<file path="config.mk">
export PLATFORM = sky130hd
export DESIGN_NAME = trace_deframer
export DESIGN_NICKNAME = d
export VERILOG_FILES = /design/src/rtl/trace_deframer.sv
export SDC_FILE = /design/constraint.sdc
export NUM_CORES = 1
export LEC_CHECK = 0
export CORE_MARGIN = 4
export CORE_UTILIZATION = 33
export CTS_CLUSTER_SIZE = 40
export DETAILED_ROUTE_END_ITERATION = 10
export GPL_TIMING_DRIVEN = 0
export SLEW_MARGIN = 10
export SYNTH_ARGS = -nofsm -noshare
export SYNTH_HDL_FRONTEND = slang
export SYNTH_SLANG_ARGS = --single-unit
</file>
<file path="constraint.sdc">
create_clock -name clk -period 4.25 [get_ports clk]
set_input_delay 0.85 -clock clk [delete_from_list [all_inputs] [get_ports clk]]
set_output_delay 0.85 -clock clk [all_outputs]
set_load 0.05 [all_outputs]
</file>
<file path="src/rtl/trace_deframer.sv">
// trace_deframer: assembles tagged trace beats into records and queues them in a small FIFO
module trace_deframer #(
    parameter int DEPTH = 2
) (
    input  logic       clk,
    input  logic       rst,
    input  logic [7:0] in_data,
    input  logic [2:0] in_type,
    input  logic       in_valid,
    output logic       rec_valid,
    input  logic       rec_ready,
    output logic [7:0] rec_opcode,
    output logic [7:0] rec_op_a,
    output logic [7:0] rec_op_b,
    output logic [7:0] rec_result,
    output logic [7:0] rec_pc,
    output logic       rec_carry,
    output logic       rec_borrow,
    output logic       seq_err,
    output logic       ovf,
    output logic [7:0] rec_count,
    output logic [7:0] drop_count
);
    localparam int AW = $clog2(DEPTH);

    typedef enum logic {HUNT, COLLECT} state_t;

    typedef struct packed {
        logic [7:0] opcode;
        logic [7:0] op_a;
        logic [7:0] op_b;
        logic [7:0] result;
        logic       carry;
        logic       borrow;
        logic [7:0] pc;
    } rec_t;

    state_t        state_q, state_d;
    logic [2:0]    exp_q, exp_d;
    rec_t          cur_q, cur_d;
    logic          seq_err_q, seq_err_d;
    logic          ovf_q;
    logic          push, pop, full, do_push, drop;
    rec_t          mem_q [DEPTH];
    rec_t          head;
    logic [AW-1:0] wr_q, rd_q;
    logic [AW:0]   cnt_q;
    logic [7:0]    rec_count_q, drop_count_q;

    // Beat sequencing: match the expected tag, restart on an opcode, otherwise resynchronise
    always_comb begin
        state_d   = state_q;
        exp_d     = exp_q;
        cur_d     = cur_q;
        seq_err_d = 1'b0;
        push      = 1'b0;
        if (in_valid) begin
            if (state_q == COLLECT && in_type == exp_q) begin
                exp_d = exp_q + 3'd1;
                case (in_type)
                    3'd1: cur_d.op_a = in_data;
                    3'd2: cur_d.op_b = in_data;
                    3'd3: cur_d.result = in_data;
                    3'd4: cur_d.carry = in_data[0];
                    3'd5: cur_d.borrow = in_data[0];
                    3'd6: begin
                        cur_d.pc = in_data;
                        push     = 1'b1;
                        state_d  = HUNT;
                        exp_d    = 3'd0;
                    end
                    default: ;
                endcase
            end else begin
                seq_err_d = state_q == COLLECT;
                state_d   = HUNT;
                exp_d     = 3'd0;
                if (in_type == 3'd0) begin
                    cur_d        = '0;
                    cur_d.opcode = in_data;
                    exp_d        = 3'd1;
                    state_d      = COLLECT;
                end
            end
        end
    end

    assign full    = cnt_q == (AW+1)'(DEPTH);
    assign pop     = rec_ready && rec_valid;
    assign do_push = push && (!full || pop);
    assign drop    = push && full && !pop;

    // Sequencer state, FIFO pointers, pulses and counters
    always_ff @(posedge clk) begin
        if (rst) begin
            state_q      <= HUNT;
            exp_q        <= 3'd0;
            cur_q        <= '0;
            seq_err_q    <= 1'b0;
            ovf_q        <= 1'b0;
            wr_q         <= '0;
            rd_q         <= '0;
            cnt_q        <= '0;
            rec_count_q  <= 8'd0;
            drop_count_q <= 8'd0;
        end else begin
            state_q      <= state_d;
            exp_q        <= exp_d;
            cur_q        <= cur_d;
            seq_err_q    <= seq_err_d;
            ovf_q        <= drop;
            wr_q         <= do_push ? wr_q + AW'(1) : wr_q;
            rd_q         <= pop ? rd_q + AW'(1) : rd_q;
            cnt_q        <= cnt_q + (AW+1)'(do_push) - (AW+1)'(pop);
            rec_count_q  <= do_push ? rec_count_q + 8'd1 : rec_count_q;
            drop_count_q <= (drop && drop_count_q != 8'hFF) ? drop_count_q + 8'd1 : drop_count_q;
        end
    end

    // Record storage; contents need no reset because the head is masked when empty
    always_ff @(posedge clk) begin
        if (do_push) mem_q[wr_q] <= cur_d;
    end

    assign rec_valid  = cnt_q != '0;
    assign head       = rec_valid ? mem_q[rd_q] : '0;
    assign rec_opcode = head.opcode;
    assign rec_op_a   = head.op_a;
    assign rec_op_b   = head.op_b;
    assign rec_result = head.result;
    assign rec_carry  = head.carry;
    assign rec_borrow = head.borrow;
    assign rec_pc     = head.pc;
    assign seq_err    = seq_err_q;
    assign ovf        = ovf_q;
    assign rec_count  = rec_count_q;
    assign drop_count = drop_count_q;
endmodule

</file>
==> results of run 1 <==
-- synthesized netlist by cell type (4+ instances only) --
cell	instances
nand2_1	19
edfxtp_1	84
nor2b_1	11
a22o_1	9
and4_1	4
xnor2_1	5
mux2i_1	43
o311ai_0	4
nor2_1	52
or2_2	6
ha_1	4
nand4_1	7
o21ai_0	37
o31ai_1	10
nand3_1	38
o41ai_1	4
clkbuf_1	27
a32o_1	9
inv_1	5
dfxtp_1	69
buf_2	10
or4_1	9
a21oi_1	75
buf_1	6
nand2b_1	6
-- cell usage in the layout, fill, tap and decap left out, drive strengths merged, types with 2 or more instances in the layout --
cell            n
edfxtp         84
or4             9
or2             6
nor3b           2
ha              4
nand4b          2
clkinvlp        7
a22o            9
o41ai           4
nand2b          6
a21oi          75
inv             5
nand4           7
nand2          19
dfxtp          69
nor4            2
mux2            2
clkbuf         48
clkinv          3
o31ai          10
mux2i          43
clkdlybuf4s50  74
or3             3
and3            2
and4            4
a32o            9
o21ai          38
buf            18
nor2b          11
nor3            4
o311ai          4
nor2           52
xnor2           5
nand3          38
-- power groups by stage --
stage               logic (W)  registers (W)  clock network, W
floorplan            0.000240        0.00159                 0
global placement     0.000356        0.00159                 0
detailed placement   0.000360        0.00159                 0
CTS                  0.000361        0.00156           0.00140
global route         0.000390        0.00156           0.00147
finish               0.000358        0.00156           0.00137
-- cells by family (layout without fill, tap and decap cells) --
logic type,count (synthesis),count (layout),share of synthesized area [%]
AOI/OAI and AO/OA,154,154,14.2
adders and majority gates,4,4,0.776
and+or+nand+nor,172,172,13.8
buffers and inverters,48,156,2.99
xor gates and xnor gates,5,5,0.679
DFF,153,153,60.5
muxes,45,45,7.02
-- path summary, 6_finish.rpt --
check / slack [ns] / endpoint / from
worst max register to register: 1.19 / mem_q[1][27] / exp_q[0]
worst min-delay path: 0.50 / cur_q[37] / cur_q[37]
worst min register to register: 0.50 / cur_q[37] / cur_q[37]
worst max-delay path: 0.48 / mem_q[1][27] / in_type[1]
-- through the flow --
stage / util, % / setup slack [ns]
finish: 42.8 / 0.476
global route: 42.8 / 0.264
CTS: 42.8 / 0.401
detailed placement: 39.9 / 0.0347
global placement: 39.7 / -0.900
floorplan: - / 0.875
-- routing by layer --
layer,share of wire (%),vias to the layer above,global-route usage (%)
met5,0,-,0
met4,2.5,0,6.47
met3,5.2,32,3.13
met2,48,164,25.3
met1,44,2402,19.8
li1,-,2373,-
-- layout make-up --
type	instances	area share, %
Sequential cell	153	48.1
Inverter	5	0.231
Clock buffer	21	5.43
Tap cell	260	4.01
Clock inverter	11	1.25
Buffer	43	2.15
Multi-Input combinational cell	380	29.1
Timing Repair Buffer	76	9.72
-- sequential cells by signal, indices dropped and copies added (netlist names), 2 cells and up, named ones only --
register / count
cur_q: 42
mem_q: 84
cnt_q: 2
drop_count: 8
rec_count: 8
exp_q: 3
-- tightest hold or removal path: stages (launching register included) --
cell	delay, ns
dfxtp_1	0.29
o21ai_0	0.09
a21oi_1	0.07
==> results.tsv, run 1 <==
metric	value	unit
cts.sinks	153	
internal_power	0.00247	W
cp-start-kind	input pin	
ir_drop	0.280	mV
dieHeight	148	µm
synth_area_leader_cell	edfxtp_1	
synth.yosys.seq_area_share	60.5	%
multi_input_area	2360	µm²
run_status	finished clean	
worst_pin_slew	1.06	ns
skew	0.0137	ns
min_period	3.77	ns
dp_cells	917	
grt_pass1_wl	26.3	mm
postLayoutCellArea	8110	µm²
rows	50	
synth_top_cells_by_area	edfxtp_1 (39%), dfxtp_1 (21%), mux2i_1 (6.7%)	
synth-main-ff-cell	edfxtp_1	
start_util	34.0	%
critPathKind	in -> reg	
pwr-share-seq	47.4	%
critPathSlowestCell	clkdlybuf4s50_1	
detail-route-antenna-nets	0	
synth_edf_count	84	
postCtsSetupBuffers	0	
routabilityCongestion	0.824	
cts_root_buf	clkbuf_16	
synth-async-reset-ratio	0	%
setup_viol	0	
grt-ovfl-total	0	
period_share	88.8	%
die_area	21800	µm²
crit_top_cell	buf_2	
slew_viol_final	0	
holdPathStages	2	
cp_num_cells	8	
dr.pass1.iters	6	
ctsResizeCount	0	
cts_tree	done	
cap_violations	0	
relSlewSlack	29.2	%
synthCells	581	
cp_cell_sequence	clkdlybuf4s50_1 -> buf_2 -> nand4b_1 -> clkbuf_1 -> nor2_1 -> buf_2 -> and3_2 -> buf_12	
leakage	2.51	nW
routed_wl	16.4	mm
cp_top_family	buffers and inverters	
routed_via_density	5.24	
hold_class	reg -> reg	
clockBufferDepth	2	
grt_setup_unrepaired	false	
worst-path-buf-inv	5	
stdcell_count	949	
drive_gt1_share	7.40	%
tns	0	ns
die_w	148	µm
crit_arrival	3.89	ns
powerDensity	406	nW/µm²
switching_power	0.000819	W
syn_avg_cell_area	11.1	µm²
grt_usage	15.4	%
pwr-share-clk	41.7	%
holdWs	0.498	ns
insertedDiodeCount	0	
syn_area	6450	µm²
synth.top_cell.area_share	39.1	%
hold_buffers	0	
path_max_fanout	25	
hold_viol_final	0	
yosysUniqueCellTypes	44	
io_pins	76	
syn_nets	600	
num_vias	4971	
fill_cells	1778	
register_area	3900	µm²
htreeDepth	4	
hpwl	11.5	mm
ys_ff_latch	153	
grt_pass1_vias	4977	
synthToLayoutAreaGrowth	25.7	%
placed_cell_area	7570	µm²
clkTransAtPathRegs	0.06	ns
cpPeakStageDelay	0.58	ns
clock_latency	0.43	ns
worst_setup_path_end_kind	flop	
fin_nets	695	
yosysWarnings	0	
numCtsBuffers	17	
critPathRequiredTime	4.37	ns
wire_per_inst	17.3	µm
max_freq	265	MHz
finalPower	0.00329	W
grt_max_degree	26	
drtIter0Drc	343	
comb_power_share	10.9	%
swShare	24.9	%
antenna_found_initial	0	
reg2regPathDepth	6	
drc_errors	0	
coreArea	19000	µm²
io_buffers	74	
Power figures use the tool's default switching activity.
==> run 2, diff against run 1 <==
--- a/config.mk
+++ b/config.mk
@@ -5,6 +5,7 @@
 export SDC_FILE = /design/constraint.sdc
 export NUM_CORES = 1
 export LEC_CHECK = 0
+export CORE_ASPECT_RATIO = 0.8
 export CORE_MARGIN = 4
 export CORE_UTILIZATION = 33
 export CTS_CLUSTER_SIZE = 40
==> run 2 against run 1 <==
  * Highest routed layer unchanged
  * Sequential share of layout area shrank 0.38 points
  * Global-route usage shrank 0.083 points
  * Clock skew shrank 0.0020 ns
  * Combinational power shrank 1%
  * Die area is essentially flat
  * Utilization is essentially flat
==> results.tsv, run 2 (synthesized netlist as in run 1, its figures left out) <==
metric	value	unit	change
io_pins	76		unchanged
rows	45		was 50
clkTransAtPathRegs	0.07	ns	was 0.06 ns
grt_max_degree	28		was 26
max_freq	262	MHz	was 265 MHz
htreeDepth	4		unchanged
hpwl	11.7	mm	was 11.5 mm
routed_wl	16.4	mm	about the same
path_max_fanout	27		was 25
powerDensity	424	nW/µm²	was 406 nW/µm²
crit_arrival	3.94	ns	was 3.89 ns
cts.sinks	153		unchanged
critPathKind	in -> reg		unchanged
dieHeight	133	µm	was 148 µm
clock_latency	0.43	ns	about the same
critPathSlowestCell	nor2_1		was clkdlybuf4s50_1
layout_common_cells	edfxtp_1 (84), a21oi_1 (75), clkdlybuf4s50_1 (74)		unchanged
cp_num_cells	7		was 8
antenna_found_initial	0		unchanged
drc_errors	0		unchanged
clockBufferDepth	2		unchanged
die_w	164	µm	was 148 µm
leakage	2.56	nW	was 2.51 nW
grt_usage	15.3	%	was 15.4%
cp_top_family	simple AND/OR/NAND/NOR gates		was buffers and inverters
cts_tree	done		unchanged
finalPower	0.00347	W	was 0.00329 W
run_status	finished clean		unchanged
insertedDiodeCount	0		unchanged
skew	0.0117	ns	was 0.0137 ns
rrSetupSlack	1.14	ns	was 1.19 ns
drive_gt1_share	7.98	%	was 7.40%
slew_viol_final	0		unchanged
num_vias	5004		was 4971
final_common_cell	edfxtp_1		unchanged
numCtsBuffers	17		unchanged
cp-endpoint	mem_q[1][9]		was mem_q[1][27]
ctsResizeCount	0		unchanged
holdWs	0.479	ns	was 0.498 ns
io_buffers	74		unchanged
setup_viol	0		unchanged
grt-ovfl-total	0		unchanged
holdPathStages	2		unchanged
grt_setup_unrepaired	false		unchanged
post-place-ws	0.0421	ns	was 0.0347 ns
tns	0	ns	unchanged
cp_cell_sequence	clkdlybuf4s50_1 -> xnor2_1 -> nand4_1 -> nor2_1 -> buf_2 -> and3_2 -> buf_12		was clkdlybuf4s50_1 -> buf_2 -> nand4b_1 -> clkbuf_1 -> nor2_1 -> buf_2 -> and3_2 -> buf_12
worst-path-buf-inv	3		was 5
cts_root_buf	clkbuf_16		unchanged
coreArea	19100	µm²	was 19000 µm²
relSlewSlack	39.9	%	was 29.2%
cp-startpoint	in_type[0]		was in_type[1]
dr.pass1.iters	4		was 6
fin_nets	695		unchanged
largestRegisters	mem_q (84), cur_q (42)		unchanged
routabilityCongestion	0.832		was 0.824
cp-start-kind	input pin		unchanged
min_period	3.82	ns	was 3.77 ns
largest_reg_flops	84		unchanged
timing.rr.end	mem_q[1][9]		was mem_q[1][27]
cpPeakStageDelay	0.66	ns	was 0.58 ns
synthToLayoutAreaGrowth	26.7	%	was 25.7%
cap_violations	0		unchanged
hold_viol_final	0		unchanged
hold_class	reg -> reg		unchanged
worst_slack	0.430	ns	was 0.476 ns
reg2regPathDepth	6		unchanged
start_util	33.8	%	was 34.0%
ir_drop	0.265	mV	was 0.280 mV
grt_pass1_vias	4902		was 4977
hold_buffers	0		unchanged
routed_via_density	5.28		was 5.24
period_share	89.9	%	was 88.8%
die_area	21900	µm²	was 21800 µm²
final_util	42.8	%	about the same
drtIter0Drc	420		was 343
postCtsSetupBuffers	0		unchanged
regMostFlops	mem_q		unchanged
critPathRequiredTime	4.37	ns	about the same
worst_pin_slew	0.894	ns	was 1.06 ns
r2r_start	exp_q[0]		unchanged
wire_per_inst	17.4	µm	was 17.3 µm
grt_pass1_wl	25.7	mm	was 26.3 mm
worst_setup_path_end_kind	flop		unchanged
detail-route-antenna-nets	0		unchanged
-- run 2: changes by cell type in the layout (fill, tap and decap cells not counted), sizes merged --
cell,delta
inv,+6
bufinv,+2
clkbuf,-4
clkinv,+2
clkinvlp,-6
-- run 2: final cells by class --
cell class	instances	area (µm²)
repair buffers	76	781
inverters	5	18.8
clock buffers	17	425
plain buffers	43	174
well taps	258	323
clock inverters	15	190
fillers	1765	10900
multi-input cells	380	2360
flip-flops and latches	153	3900
-- run 2: worst min-delay path by stage --
stage / startpoint / end
after global routing: wr_q / wr_q
after floorplan: wr_q / wr_q
final: wr_q / wr_q
after global placement: wr_q / wr_q
after detailed placement: wr_q / wr_q
after CTS: wr_q / wr_q
-- run 2: power by group --
group	internal, W	switching [W]	leakage (nW)
sequential	0.00155	0.00000534	1.34
clock	0.000936	0.000617	0.300
combinational	0.000118	0.000236	0.923
total	0.00261	0.000858	2.56
-- run 2: worst reg2reg max path, stage by stage (launching register included) --
cell and delay, ns:
dfxtp_1 0.34, xnor2_1 0.21, nand4_1 0.45, nor2_1 0.66, buf_2 0.35, and3_2 0.53
buf_12 0.25
-- run 2: layer usage --
metal | vias up | GRT usage [%] | routed length (µm)
li1 | 2375 | - | -
met1 | 2389 | 21.4 | 7530
met2 | 215 | 22.7 | 7340
met3 | 25 | 4.48 | 1270
met4 | 0 | 5.08 | 294
met5 | - | 0 | 0
-- run 2: stage by stage --
step,instance area [µm²],std cells
3_5_place_dp,7560,915
5_1_grt,8170,947
6_report,8170,947
4_1_cts,8170,947
2_1_floorplan,6450,581
3_3_place_gp,7510,913
==> run 3, diff against run 2 <==
--- a/config.mk
+++ b/config.mk
@@ -11,7 +11,8 @@
 export CTS_CLUSTER_SIZE = 40
 export DETAILED_ROUTE_END_ITERATION = 10
 export GPL_TIMING_DRIVEN = 0
-export SLEW_MARGIN = 10
+export REMOVE_ABC_BUFFERS = 1
+export SLEW_MARGIN = 20
 export SYNTH_ARGS = -nofsm -noshare
 export SYNTH_HDL_FRONTEND = slang
 export SYNTH_SLANG_ARGS = --single-unit
==> run 3 against run 2 <==
  * Wire length shrank 5.2%
  * Cell count down 3.4%
  * Global-route usage fell by 0.68 points
  * Worst hold slack improved by 0.017 ns
  * Clock-buffer cell count up 4
  * Die area unchanged
  * Combinational power about the same
  * Worst setup slack worse by 0.21 ns
  * Utilization down 0.12 points
  * Total power down 3.3%
==> results.tsv, run 3 (synthesized netlist as in run 1, its figures left out) <==
metric	value	unit	change
critPathKind	in -> reg		unchanged
max_freq	248	MHz	was 262 MHz
wire_per_inst	17.0	µm	was 17.4 µm
cts_root_buf	clkbuf_16		unchanged
worst_setup_path_end_kind	flop		unchanged
routed_wl	15.6	mm	was 16.4 mm
final_common_cell	edfxtp_1		unchanged
critPathRequiredTime	4.36	ns	was 4.37 ns
coreArea	19100	µm²	unchanged
final_util	42.7	%	was 42.8%
r2r_start	exp_q[2]		was exp_q[0]
postCtsSetupBuffers	0		unchanged
io_buffers	75		was 74
timing.rr.end	mem_q[1][30]		was mem_q[1][9]
period_share	94.7	%	was 89.9%
hold_viol_final	0		unchanged
cp-start-kind	input pin		unchanged
register_area	3910	µm²	was 3900 µm²
insertedDiodeCount	0		unchanged
io_pins	76		unchanged
antenna_found_initial	0		unchanged
worst_slack	0.225	ns	was 0.430 ns
cap_violations	0		unchanged
grt_max_degree	30		was 28
synthToLayoutAreaGrowth	26.3	%	was 26.7%
clock_latency	0.41	ns	was 0.43 ns
relSlewSlack	37.2	%	was 39.9%
drc_errors	0		unchanged
post-place-ws	-0.476	ns	was 0.0421 ns
multi_input_area	2380	µm²	was 2360 µm²
path_max_fanout	28		was 27
cts_tree	done		unchanged
rrSetupSlack	1.08	ns	was 1.14 ns
fin_nets	663		was 695
leakage	2.56	nW	about the same
start_util	33.8	%	unchanged
die_w	164	µm	unchanged
min_period	4.02	ns	was 3.82 ns
die_area	21900	µm²	unchanged
holdPathStages	2		unchanged
num_vias	4796		was 5004
clkTransAtPathRegs	0.06	ns	was 0.07 ns
hold_path_end	cur_q[18]		was wr_q
grt_pass1_vias	4862		was 4902
numCtsBuffers	17		unchanged
layout_common_cells	edfxtp_1 (84), a21oi_1 (75), clkdlybuf4s50_1 (74)		unchanged
holdWs	0.496	ns	was 0.479 ns
hold_class	reg -> reg		unchanged
detail-route-antenna-nets	0		unchanged
drtIter0Drc	339		was 420
skew	0.00961	ns	was 0.0117 ns
htreeDepth	4		unchanged
dieHeight	133	µm	unchanged
grt-ovfl-total	0		unchanged
hpwl	10.5	mm	was 11.7 mm
powerDensity	411	nW/µm²	was 424 nW/µm²
drive_gt1_share	9.28	%	was 7.98%
cts.sinks	153		unchanged
setup_viol	0		unchanged
largestRegisters	mem_q (84), cur_q (42)		unchanged
slew_viol_final	0		unchanged
routabilityCongestion	0.749		was 0.832
dr.pass1.iters	5		was 4
clockBufferDepth	2		unchanged
rows	45		unchanged
worst_pin_slew	0.934	ns	was 0.894 ns
hold_buffers	0		unchanged
regMostFlops	mem_q		unchanged
ctsResizeCount	1		was 0
largest_reg_flops	84		unchanged
grt_setup_unrepaired	false		unchanged
run_status	finished clean		unchanged
grt_usage	14.6	%	was 15.3%
grt_pass1_wl	25.1	mm	was 25.7 mm
reg2regPathDepth	7		was 6
fill_cells	1768		was 1765
worstHoldStart	cur_q[18]		was wr_q
routed_via_density	5.24		was 5.28
ir_drop	0.283	mV	was 0.265 mV
crit_arrival	4.13	ns	was 3.94 ns
-- run 3: cell count changes in the layout (fill, tap and decap cells not counted), moves of 3 or more --
cell,delta
buf_1,-6
buf_2,-9
buf_6,+4
clkbuf_1,-26
clkbuf_8,+3
clkinv_2,+3
inv_6,-5
nor2_1,-3
-- run 3: final cells by class --
cell class / instances / area share, %
Clock buffer: 21 / 5.77
Multi-Input combinational cell: 380 / 29.2
Clock inverter: 11 / 1.17
Timing Repair Buffer: 87 / 11.7
Inverter: 5 / 0.230
Tap cell: 258 / 3.96
Sequential cell: 153 / 48.0
-- run 3: worst max-delay path: stages --
cell and delay [ns]:
clkdlybuf4s50_1 0.76, xnor2_1 0.20, nand4_1 0.40, buf_6 0.30, buf_8 0.16, nor2_2 0.54
and3_2 0.62, buf_12 0.27
-- run 3: how the worst max path moves through the flow --
stage	endpoint	slack (ns)	from
final	mem_q[1][30]	0.23	in_type[2]
after global placement	mem_q[1][26]	-3.58	in_type[2]
after detailed placement	mem_q[1][26]	-0.48	in_type[2]
after floorplan	mem_q[1][0]	-0.74	in_type[1]
after CTS	mem_q[1][30]	0.28	in_type[2]
after global routing	mem_q[1][30]	0.05	in_type[2]
-- run 3: power by group --
group          internal [W]  switching (W)
combinational      0.000135       0.000220
clock              0.000849       0.000572
sequential          0.00156      0.0000202
-- run 3: routing by layer --
metal  track usage, %  vias to the layer above  routed length, µm
met5                0                        -                  0
met4             4.80                        0                294
met3             4.30                       19                950
met2             22.6                      126               7200
met1             19.7                     2346               7130
li1                 -                     2305                  -
-- run 3: through the flow --
stage,cell area [µm²],cells,total power (W),setup TNS (ns)
detailed placement,7580,883,0.00197,-19.48
global route,8150,915,0.00348,0
finish,8150,915,0.00335,0
global placement,7350,871,0.00194,-413.19
CTS,8140,915,0.00339,0
floorplan,6280,538,0.00182,-40.83
==> RTL change 1 (config.mk and constraints of run 2) <==
Register the output `drop_count` once more, without a reset; this adds one clock of latency there. The other outputs are not delayed to match.
--- a/src/rtl/trace_deframer.sv
+++ b/src/rtl/trace_deframer.sv
@@ -134,6 +134,8 @@
     assign seq_err    = seq_err_q;
     assign ovf        = ovf_q;
     assign rec_count  = rec_count_q;
-    assign drop_count = drop_count_q;
+    always_ff @(posedge clk) begin
+        drop_count <= drop_count_q;
+    end
 endmodule
 
Function: same outputs for any inputs over 10 cycles, from zero or initial values and one cycle with rst high; that may be too few to reach the edited logic, so the function may still have changed.
==> RTL change 1 against run 2 <==
Area after synthesis decreased by 0.91%; sequential cell count increased by 8; count of clock-buffer cells in the layout increased by 1; power decreased by 1.9%; wire length decreased by 16%; final area decreased by 1.7%; register-to-register slack improved by 0.55 ns; worst setup slack improved by 0.075 ns; critical path type is now reg2out.
==> RTL change 1: results (changes against run 2) <==
buffering overhead=11.83% (+0.15 points); P_comb=0.000416 W (+18%); GR Util All Layers=13.41% (-1.9 points); LEAKAGE=2.758 nW (+7.6%); most instantiated cells after synthesis=nor2_1 (116), edfxtp_1 (84), dfxtp_1 (77); total chip power=0.003402 W (-1.9%); clock buffers=18 (+1); fraction of area in multi-input gates=26.94% (-1.9 points); clock skew=0.008568 ns (-0.003176 ns); Worst Path Max Fanout=10 (-63%); Fill cells=1,804 (+2.2%); maximum vdd drop=0.0002794 V (+5.5%); fraction of area in registers=50.58% (+2.8 points); crit path max-delay cell type=clkdlybuf4s50_1; critical path's top delay family=buffers and inverters; area fraction of clock buffers and clock inverters=6.400% (-1.1 points); instance area at placement=7521 um^2 (-0.46%); first-pass GRT wire length=22,370 um (-13%); routed vias/inst=4.575 (-13%); critical path class=reg2out; DP Worst Slack=0.4710 ns (+0.4289 ns); multi-input gate count=319 (-16%); status=complete, no violations; Synth Area in XOR/XNOR=3.132% (+2.5 points); min-delay src=drop_count_q[4]$_SDFFE_PP0P_; seq pwr=0.00163 W (+4%); top cells by area, synth=edfxtp_1 (39%), dfxtp_1 (24%), mux2i_1 (10%); CP peak stage delay=0.84 ns (+0.18 ns); IO Port Bufs=73 (-1.4%); normalized max-slew margin=47.98% (+8.1 points); Synth Area in Compound Gates=2.740% (-11 points); Vias=4,026 (-20%)
## RTL change 1: cell types whose count changed in the layout (fill, tap and decap cells not counted), moves of 10 or more
cell and change:
a21oi_1 -70, nor2_1 +64, nand3_1 -33, o21ai_0 -33
mux2i_1 +24, clkbuf_1 -15, nor3_1 +13, nand2_1 -11
o31ai_1 -10, xnor2_1 +10
## RTL change 1: final timing paths
kind | to | slack (ns)
setup / recovery | rec_pc[7] | 0.50
hold / removal | drop_count[4]$_DFF_P_ | 0.40
setup reg to reg | mem_q[0][34]$_DFFE_PP_ | 1.69
hold reg to reg | drop_count[4]$_DFF_P_ | 0.40
## RTL change 1: cells by family after synthesis
group	count (synthesis)
fa+ha+maj	4
simple gates	194
mux	77
buf+inv	35
flops	161
compound gates	25
xor+xnor	19
## RTL change 1: routing by layer
layer / up-vias / routed length [um] / global-route usage (%)
met5: - / 0 / 0
met4: 0 / 120 / 3.167
met3: 12 / 865 / 5.076
met2: 98 / 6317 / 20.88
met1: 1932 / 6564 / 17.80
li1: 1984 / - / -
==> RTL change 2 (settings of run 2) <==
Without the edit above. `DEPTH`: 2 -> 4.
--- a/src/rtl/trace_deframer.sv
+++ b/src/rtl/trace_deframer.sv
@@ -1,6 +1,6 @@
 // trace_deframer: assembles tagged trace beats into records and queues them in a small FIFO
 module trace_deframer #(
-    parameter int DEPTH = 2
+    parameter int DEPTH = 4
 ) (
     input  logic       clk,
     input  logic       rst,
Formal check against the unedited RTL: same outputs for any inputs over 10 cycles, from zero or initial values and one cycle with rst high; that may be too few to reach the edited logic, so the function may still have changed.
==> RTL change 2 against run 2 <==
Worst hold slack gained 0.022 ns; clock skew fell by 0.0044 ns; area after synthesis is 47% higher; first-iteration DRC count down 16%; largest power group is now combinational cells; power increased by 130%; sequential cell count up 88; global-route usage down 2.9 points; clock power rose by 42%; critical path type is now reg2out; worst setup slack got worse by 0.15 ns; sequential share of layout area grew 8.3 points; wire length rose by 20%; register-to-register slack improved by 0.28 ns; highest routed layer unchanged; fmax fell by 3.7%; final area rose by 42%.
==> RTL change 2: results (changes against run 2) <==
status=complete, no violations; min-delay src=cur_q[28]$_SDFF_PP0_; crit path max-delay cell type=clkdlybuf4s50_1; Worst Path Max Fanout=10 (-63%); sequential area share after synthesis=68.62% (+8.1 points); maximum vdd drop=0.0006094 V (+130%); Worst EP arrival=3.12 ns (-0.82 ns); fraction of layout cells with a size suffix above 1=14.81% (+6.8 points); Synth Area in XOR/XNOR=1.940% (+1.3 points); normalized max-slew margin=48.55% (+8.6 points); Fill cells=2,606 (+48%); Distinct cells, synth=40 (-9.1%); FF-to-FF setup slack=1.42 ns (+0.28 ns); Hold Crit Endpoint=cur_q[28]$_SDFF_PP0_; Synth Area in Compound Gates=1.768% (-12 points); GR Util All Layers=12.43% (-2.9 points); clock skew=0.007309 ns (-0.004435 ns); Total Nets Final=741 (+6.6%); largest net degree at the start of global routing=24 (-14%); initial antenna violation count=3 (+3); Post-CTS Resized=0 (unchanged); Post-Route WL=19,740 um (+20%); critical path's top delay family=buffers and inverters; Reg2Reg Depth=6 (unchanged); Synth Area in Adders=1.399% (+0.62 points); DRT iter0 DRCs=351 (-16%); Post-Place Cells=1,058 (+16%); clk slew on worst S/H paths=~0.060 ns; multiplexer share of the synthesized area=13.67% (+6.7 points); CP peak stage delay=0.70 ns (+0.04 ns); worst-skew pair later-pin latency=0.51 ns (+0.08 ns); LEAKAGE=3.722 nW (+45%); DP Wirelength=12,890 um (+10%); Vias=5,221 (+4.3%); most instantiated cells after synthesis=edfxtp_1 (168), nor2_1 (74), dfxtp_1 (73); top cells by area, synth=edfxtp_1 (53%), dfxtp_1 (15%), mux4_2 (10%); IO Port Bufs=73 (-1.4%); TritonRoute pass-1 iters=5 (+1); vias in the first global route=5,251 (+7.1%); syn_nets=636 (+6.0%); root buf cell=clkbuf_16; htree depth=1 (-3); Post-Syn Instances=611 (+5.2%); Worst R2R End=mem_q[0][15]$_DFFE_PP_; Largest regs=mem_q (168), cur_q (42); first-pass GRT wire length=30,870 um (+20%); Bufs on Longest Clock Path=3 (+1); routability cong.=0.7717 (-7.3%); instance area at placement=10,760 um^2 (+42%); routed vias/inst=4.716 (-11%); Post-synth EDFFs=168 (+100%); Num CTS Buffers=26 (+9)
-- RTL change 2: cell types whose count changed in the layout (fill, tap and decap cells not counted), sizes merged, moves of 34 or more --
cell | before | now
a21oi | 75 | 7
and2 | 1 | 48
nand3 | 38 | 4
edfxtp | 84 | 168
o21ai | 38 | 4
mux4 | 0 | 42
-- RTL change 2: worst register-to-register path: stages, from the launching register on --
cell	delay, ns
dfxtp_1	0.35
xnor2_1	0.25
nand4_1	0.28
clkbuf_1	0.34
nor2_2	0.39
and2_2	0.64
buf_12	0.27
-- RTL change 2: how the worst max path moves through the flow --
stage / start / end / slack [ns] / cells past startpoint
final: flop / rec_opcode[0] / 0.28 / 5
after global routing: flop / rec_op_a[7] / 0.08 / 5
after CTS: flop / rec_opcode[0] / 0.19 / 5
after detailed placement: in_type[0] / mem_q[1][18]$_DFFE_PP_ / 0.30 / 7
after global placement: in_type[0] / mem_q[3][19]$_DFFE_PP_ / -0.77 / 6
after floorplan: in_type[2] / mem_q[1][0]$_DFFE_PP_ / 0.76 / 6
-- RTL change 2: final cells by class --
class	instances	area [um^2]	share of cell area (%)
sequential	241	6506	56.06
multi-input combinational	328	2806	24.18
timing repair buffer	77	810.8	6.986
clock buffer	39	740.7	6.382
tap	370	462.9	3.989
buffer	34	143.9	1.240
clock inverter	9	102.6	0.8840
inverter	8	30.03	0.2587
antenna	1	2.502	0.02156
-- RTL change 2: power by group --
part	internal (W)	switching, W	leakage [nW]	total [W]
clock network	0.00133	0.000868	0.412	0.00220
logic	0.00125	0.00213	1.34	0.00337
registers	0.00251	0.0000195	1.97	0.00253
-- RTL change 2: kinds of logic after synthesis --
family                   count (synthesis)
AO/OA/AOI/OAI                           25
multiplexers                            76
buffers and inverters                   42
flip-flops                             241
AND/OR/NAND/NOR                        196
XOR/XNOR                                21
adder cells (fa/ha/maj)                 10
-- RTL change 2: metrics by stage --
step	hold slack (ns)	worst slack, ns	utilization [%]	total power [W]	setup TNS, ns
finish	0.5012	0.2838	41.04	0.008103	0
global route	0.5339	0.08144	41.04	0.008465	0
CTS	0.5083	0.1935	41.03	0.008222	0
detailed placement	0.4944	0.3000	38.04	0.006012	0
global placement	0.4828	-0.7734	37.74	0.006000	-126.27
floorplan	0.4714	0.7626	-	0.004942	0
-- RTL change 2: layer usage --
layer	vias up	part of all wire [%]	global-route usage, %
met1	2590	48	19.04
li1	2481	-	-
met2	128	45	18.64
met3	22	5.4	2.067
met5	-	0	0
met4	0	1.4	2.816
